[src/rtl/alu_arbiter.sv]
// alu_arbiter: shares one external combinational ALU between two requesters.
//   Port 0 is the core datapath, port 1 the helper/accelerator path.
//   Requests arrive on valid/ready channels and are granted round-robin; the
//   granted operands/opcode/immediate are registered onto the alu_* outputs,
//   the ALU result is captured one cycle later and returned to the owning
//   requester on its valid/ready response channel.
// Ports:
//   Clk, Reset                     clock, asynchronous active-low reset
//   reqN_valid/ready/a/b/op/im     request channel for requester N (0/1)
//   respN_valid/ready/data/branch  response channel for requester N (0/1)
//   alu_a/alu_b/alu_op/alu_im      registered drive to the external ALU
//   alu_out/alu_branch             external ALU results
//   busy                           operation in flight (state != IDLE)
//   grant_cnt0/grant_cnt1          saturating accepted-request counters
module alu_arbiter #(
  parameter int W       = 8,
  parameter int OPW     = 4,
  parameter int IMW     = 3,
  parameter int RR_INIT = 0,
  parameter int CNT_W   = 8
) (
  input  logic             Clk,
  input  logic             Reset,
  input  logic             req0_valid,
  output logic             req0_ready,
  input  logic [W-1:0]     req0_a,
  input  logic [W-1:0]     req0_b,
  input  logic [OPW-1:0]   req0_op,
  input  logic [IMW-1:0]   req0_im,
  input  logic             req1_valid,
  output logic             req1_ready,
  input  logic [W-1:0]     req1_a,
  input  logic [W-1:0]     req1_b,
  input  logic [OPW-1:0]   req1_op,
  input  logic [IMW-1:0]   req1_im,
  output logic             resp0_valid,
  input  logic             resp0_ready,
  output logic [W-1:0]     resp0_data,
  output logic             resp0_branch,
  output logic             resp1_valid,
  input  logic             resp1_ready,
  output logic [W-1:0]     resp1_data,
  output logic             resp1_branch,
  output logic [W-1:0]     alu_a,
  output logic [W-1:0]     alu_b,
  output logic [OPW-1:0]   alu_op,
  output logic [IMW-1:0]   alu_im,
  input  logic [W-1:0]     alu_out,
  input  logic             alu_branch,
  output logic             busy,
  output logic [CNT_W-1:0] grant_cnt0,
  output logic [CNT_W-1:0] grant_cnt1
);

  typedef enum logic [1:0] {
    S_IDLE = 2'd0,
    S_EXEC = 2'd1,
    S_RESP = 2'd2
  } state_e;

  state_e           state_q, state_d;
  logic             ptr_q, ptr_d;
  logic             owner_q, owner_d;
  logic [W-1:0]     alu_a_q, alu_a_d;
  logic [W-1:0]     alu_b_q, alu_b_d;
  logic [OPW-1:0]   alu_op_q, alu_op_d;
  logic [IMW-1:0]   alu_im_q, alu_im_d;
  logic [W-1:0]     res_data_q, res_data_d;
  logic             res_branch_q, res_branch_d;
  logic             resp0_valid_q, resp0_valid_d;
  logic             resp1_valid_q, resp1_valid_d;
  logic             busy_q, busy_d;
  logic [CNT_W-1:0] cnt0_q, cnt0_d;
  logic [CNT_W-1:0] cnt1_q, cnt1_d;

  logic             gnt0_s, gnt1_s;
  logic             resp_accept_s;

  // Counter increment that sticks at all-ones instead of wrapping.
  function automatic logic [CNT_W-1:0] sat_inc(input logic [CNT_W-1:0] v);
    if (&v) begin
      return v;
    end else begin
      return v + {{(CNT_W-1){1'b0}}, 1'b1};
    end
  endfunction

  // Round-robin grant: a lone requester always wins, a tie goes to the pointer.
  always_comb begin
    gnt0_s = req0_valid & (~req1_valid | ~ptr_q);
    gnt1_s = req1_valid & (~req0_valid |  ptr_q);
  end

  // Request ready is only offered while idle, and only to the granted port.
  always_comb begin
    req0_ready = 1'b0;
    req1_ready = 1'b0;
    if (state_q == S_IDLE) begin
      req0_ready = gnt0_s;
      req1_ready = gnt1_s;
    end else begin
      req0_ready = 1'b0;
      req1_ready = 1'b0;
    end
  end

  // Response handshake of whichever port owns the current result.
  always_comb begin
    resp_accept_s = 1'b0;
    if (owner_q) begin
      resp_accept_s = resp1_valid_q & resp1_ready;
    end else begin
      resp_accept_s = resp0_valid_q & resp0_ready;
    end
  end

  // Next-state and datapath-register update logic of the IDLE/EXEC/RESP FSM.
  always_comb begin
    state_d       = state_q;
    ptr_d         = ptr_q;
    owner_d       = owner_q;
    alu_a_d       = alu_a_q;
    alu_b_d       = alu_b_q;
    alu_op_d      = alu_op_q;
    alu_im_d      = alu_im_q;
    res_data_d    = res_data_q;
    res_branch_d  = res_branch_q;
    resp0_valid_d = resp0_valid_q;
    resp1_valid_d = resp1_valid_q;
    cnt0_d        = cnt0_q;
    cnt1_d        = cnt1_q;

    case (state_q)
      S_IDLE: begin
        if (gnt1_s) begin
          alu_a_d  = req1_a;
          alu_b_d  = req1_b;
          alu_op_d = req1_op;
          alu_im_d = req1_im;
          owner_d  = 1'b1;
          cnt1_d   = sat_inc(cnt1_q);
          state_d  = S_EXEC;
        end else if (gnt0_s) begin
          alu_a_d  = req0_a;
          alu_b_d  = req0_b;
          alu_op_d = req0_op;
          alu_im_d = req0_im;
          owner_d  = 1'b0;
          cnt0_d   = sat_inc(cnt0_q);
          state_d  = S_EXEC;
        end else begin
          state_d  = S_IDLE;
        end
      end
      S_EXEC: begin
        // ALU inputs have been stable for the whole cycle; sample its result.
        res_data_d    = alu_out;
        res_branch_d  = alu_branch;
        resp0_valid_d = ~owner_q;
        resp1_valid_d =  owner_q;
        state_d       = S_RESP;
      end
      S_RESP: begin
        if (resp_accept_s) begin
          // Priority passes to the other port only once an operation completes.
          resp0_valid_d = 1'b0;
          resp1_valid_d = 1'b0;
          ptr_d         = ~owner_q;
          state_d       = S_IDLE;
        end else begin
          state_d       = S_RESP;
        end
      end
      default: begin
        resp0_valid_d = 1'b0;
        resp1_valid_d = 1'b0;
        state_d       = S_IDLE;
      end
    endcase

    busy_d = (state_d != S_IDLE);
  end

  // State and datapath registers; reset discards any in-flight operation.
  always_ff @(posedge Clk or negedge Reset) begin
    if (!Reset) begin
      state_q       <= S_IDLE;
      ptr_q         <= 1'(RR_INIT);
      owner_q       <= 1'b0;
      alu_a_q       <= {W{1'b0}};
      alu_b_q       <= {W{1'b0}};
      alu_op_q      <= {OPW{1'b0}};
      alu_im_q      <= {IMW{1'b0}};
      res_data_q    <= {W{1'b0}};
      res_branch_q  <= 1'b0;
      resp0_valid_q <= 1'b0;
      resp1_valid_q <= 1'b0;
      busy_q        <= 1'b0;
      cnt0_q        <= {CNT_W{1'b0}};
      cnt1_q        <= {CNT_W{1'b0}};
    end else begin
      state_q       <= state_d;
      ptr_q         <= ptr_d;
      owner_q       <= owner_d;
      alu_a_q       <= alu_a_d;
      alu_b_q       <= alu_b_d;
      alu_op_q      <= alu_op_d;
      alu_im_q      <= alu_im_d;
      res_data_q    <= res_data_d;
      res_branch_q  <= res_branch_d;
      resp0_valid_q <= resp0_valid_d;
      resp1_valid_q <= resp1_valid_d;
      busy_q        <= busy_d;
      cnt0_q        <= cnt0_d;
      cnt1_q        <= cnt1_d;
    end
  end

  assign alu_a        = alu_a_q;
  assign alu_b        = alu_b_q;
  assign alu_op       = alu_op_q;
  assign alu_im       = alu_im_q;
  assign resp0_valid  = resp0_valid_q;
  assign resp1_valid  = resp1_valid_q;
  assign resp0_data   = res_data_q;
  assign resp1_data   = res_data_q;
  assign resp0_branch = res_branch_q;
  assign resp1_branch = res_branch_q;
  assign busy         = busy_q;
  assign grant_cnt0   = cnt0_q;
  assign grant_cnt1   = cnt1_q;

endmodule
[config.mk]
export PLATFORM = sky130hd
export DESIGN_NAME = alu_arbiter
export DESIGN_NICKNAME = d
export VERILOG_FILES = /design/src/rtl/alu_arbiter.sv
export SDC_FILE = /design/constraint.sdc
export NUM_CORES = 1
export LEC_CHECK = 0
export ABC_AREA = 1
export CAP_MARGIN = 30
export CORE_MARGIN = 3
export CORE_UTILIZATION = 47
export CTS_BUF_LIST = sky130_fd_sc_hd__clkbuf_8
export DETAILED_ROUTE_END_ITERATION = 12
export MAX_ROUTING_LAYER = met4
export PLACE_DENSITY = 0.92
export SKIP_LAST_GASP = 1
export SLEW_MARGIN = 10
export SYNTH_ARGS = -nofsm -noshare
export SYNTH_HDL_FRONTEND = slang
export SYNTH_SLANG_ARGS = --single-unit
[constraint.sdc]
create_clock -name Clk -period 2.2 [get_ports Clk]
set_clock_uncertainty 0.15 [all_clocks]
set_input_delay 0.44 -clock Clk [delete_from_list [all_inputs] [get_ports Clk]]
set_output_delay 0.44 -clock Clk [all_outputs]
set_load 0.03 [all_outputs]
==> results.tsv <==
stage	metric	value	unit
cts	cts_root_buf	clkbuf_8	
routing	vias	2788	
synthesis	synth_nets	434	
sta	min_period	2.10	ns
floorplan	die-area	7130	µm²
sta	fin_tns_setup	0	ns
synthesis	ys_seq_area_frac	0.476	
critical_path	crit_path_top_delay_cell	clkdlybuf4s50_1	
cells_and_area	layout_commonest_cell	nand2_1	
routing	vias_per_cell	4.98	
cts	postCtsSetupRepairBufs	0	
routing	drt_wl_total	7890	µm
critical_path	worstPathRequired	1.61	ns
power_and_ir_drop	ir_worst_vdd	872	µV
sta	rsz0062_at_grt	no	
routing	detail-route-antenna-nets	0	
routing	wl_per_cell	14.1	µm
cts	cts_sinks	55	
global_routing	grt_pass1_wl	13100	µm
routing	dr.pass1.iters	4	
floorplan	initial_core_util	0.503	
cells_and_area	layout.nets	550	
cts	htreeDepth	2	
power_and_ir_drop	p_per_area	1370	nW/µm²
global_routing	grt_pass1_vias	2811	
global_routing	overflow	0	
cts	tritoncts.num_buffers	5	
critical_path	end_kind	output port	
cells_and_area	area_growth	46.7	%
cts	cts.clk_slew.worst_paths	0.10	ns
power_and_ir_drop	power	5.81	mW
synthesis	ys_warn_count	0	
placed_design	port_buffers	122	
critical_path	critical_path_buf_inv_count	2	
cells_and_area	mostFrequentLayoutCells	nand2_1, clkdlybuf4s50_1, dfrtp_1, nand3_1, inv_1	
cts	clock_latency	0.30	ns
floorplan	fp.dieW	84.4	µm
critical_path	cp.arrival	1.51	ns
sta	setup_viol	0	
placed_design	post-dp-hpwl	5910	µm
critical_path	start_kind	primary input	
synthesis	postSynthAreaPerCell	7.79	µm²
critical_path	crit_type	in -> out	
outcome	status	finished with violations	
sta	holdWs	-0.0211	ns
floorplan	rows	27	
floorplan	num_io_pins	123	
critical_path	max_stage_delay	0.52	ns
global_routing	grt_max_degree	28	
routing	drc	0	
synthesis	ys_seq_elements	55	
cts	ctsHoldBuffers	0	
sta	fmax	477	MHz
power_and_ir_drop	power_leakage	2.11	nW
synthesis	postSynthCellCount	371	
cts	cts_tree	done	
routing	drt_iter0_drc	111	
cells_and_area	diodes	0	
synthesis	synth_area	2890	µm²
min_path	hp-class	in -> async	
global_routing	grt_usage	0.232	
job	drv_cap	0	
sta	timing.final.crit_share	0.953	
critical_path	cp_top_family	buffers and inverters	
placed_design	place.gp.congestion	0.808	
sta	tightest_slew	0.611	ns
global_routing	antenna_found_initial	0	
sta	slew-limit-headroom	0.593	
cts	clock_path_buffers	2	
critical_path	crit_fanout	4	
cts	cts-resized-gates	0	
cells_and_area	drive_gt1_frac	0.0861	
critical_path	path_cells	clkdlybuf4s50_1 -> nand2_1 -> nand2_2 -> nor2_8 -> buf_4	
outcome	failed_checks	hold timing	
sta	finalHoldViolCount	18	
synthesis	ys_types	23	
floorplan	die-height	84.4	µm
sta	slew_viol_final	0	
floorplan	coreArea	5740	µm²
cells_and_area	fin_util	0.738	
==> kinds of logic (layout without fill, tap and decap cells) <==
group / Yosys count / after routing / synth area share
AO/OA/AOI/OAI: 9 / 9 / 0.0156
XOR/XNOR: 6 / 6 / 0.0182
adder cells (fa/ha/maj): 2 / 2 / 0.00866
buffers and inverters: 41 / 158 / 0.0762
flip-flops: 55 / 55 / 0.476
multiplexers: 9 / 9 / 0.0351
AND/OR/NAND/NOR: 249 / 249 / 0.370
==> registers in the layout, summed over array words and instances (netlist names), 2 cells and up <==
register,cells
alu_op,4
state_q,2
grant_cnt0,8
alu_b,8
grant_cnt1,8
resp0_data,8
alu_im,3
alu_a,8
==> area by class of cell <==
cell class | count | area (µm²)
fill | 471 | 1500
sequential | 55 | 1380
multi-input combinational | 275 | 1290
timing repair buffer | 130 | 1280
tap | 72 | 90.1
clock buffer | 6 | 82.6
inverter | 20 | 77.6
clock inverter | 2 | 35.0
==> worst paths after layout <==
| kind | from | endpoint | slack, ns | cells past startpoint |
|---|---|---|---|---|
| min in group Clk | alu_a[0] | alu_a[0] | 0.34 | 2 |
| worst min register to register | alu_a[0] | alu_a[0] | 0.34 | 2 |
| max in group asynchronous | Reset | state_q[0] | 1.25 | 2 |
| worst max-delay path | req1_valid | req0_ready | 0.10 | 5 |
| worst min-delay path | Reset | alu_op[2] | -0.02 | 1 |
| worst max register to register | ptr_q | grant_cnt0[7] | 0.52 | 8 |
==> metal layers <==
layer | GRT usage | share of wire | vias up
li1 | - | - | 1371
met2 | 0.411 | 0.53 | 87
met3 | 0.0461 | 0.050 | 14
met4 | 0.0590 | 0.017 | 0
met5 | - | 0 | -
met1 | 0.270 | 0.40 | 1316
==> where the power goes <==
part | leakage [nW] | total (mW) | internal (mW) | switching [mW]
logic | 1.36 | 3.36 | 1.36 | 2.00
registers | 0.692 | 1.76 | 1.43 | 0.324
clock network | 0.0612 | 0.696 | 0.369 | 0.327
==> Yosys cell counts, drive strengths merged <==
cell type	n	share of area
xnor2	3	0.0091
nand2	196	0.26
inv	20	0.027
ha	2	0.0087
dfrtp	55	0.48
nand3b	2	0.0052
xor2	3	0.0091
nor2	15	0.038
buf	17	0.044
mux2	9	0.035
o21ai	9	0.016
nand4	3	0.0065
clkbuf	4	0.0052
nand3	33	0.059
==> through the flow <==
stage	hold WS (ns)	worst slack, ns	instances	area (µm²)
floorplan	-0.00559	0.535	371	2890
global placement	0.312	0.114	552	4120
detailed placement	0.314	0.0421	552	4120
CTS	0.00280	0.101	560	4240
global route	0.0208	0.0742	560	4240
finish	-0.0211	0.104	560	4240
Power figures use the tool's default switching activity.
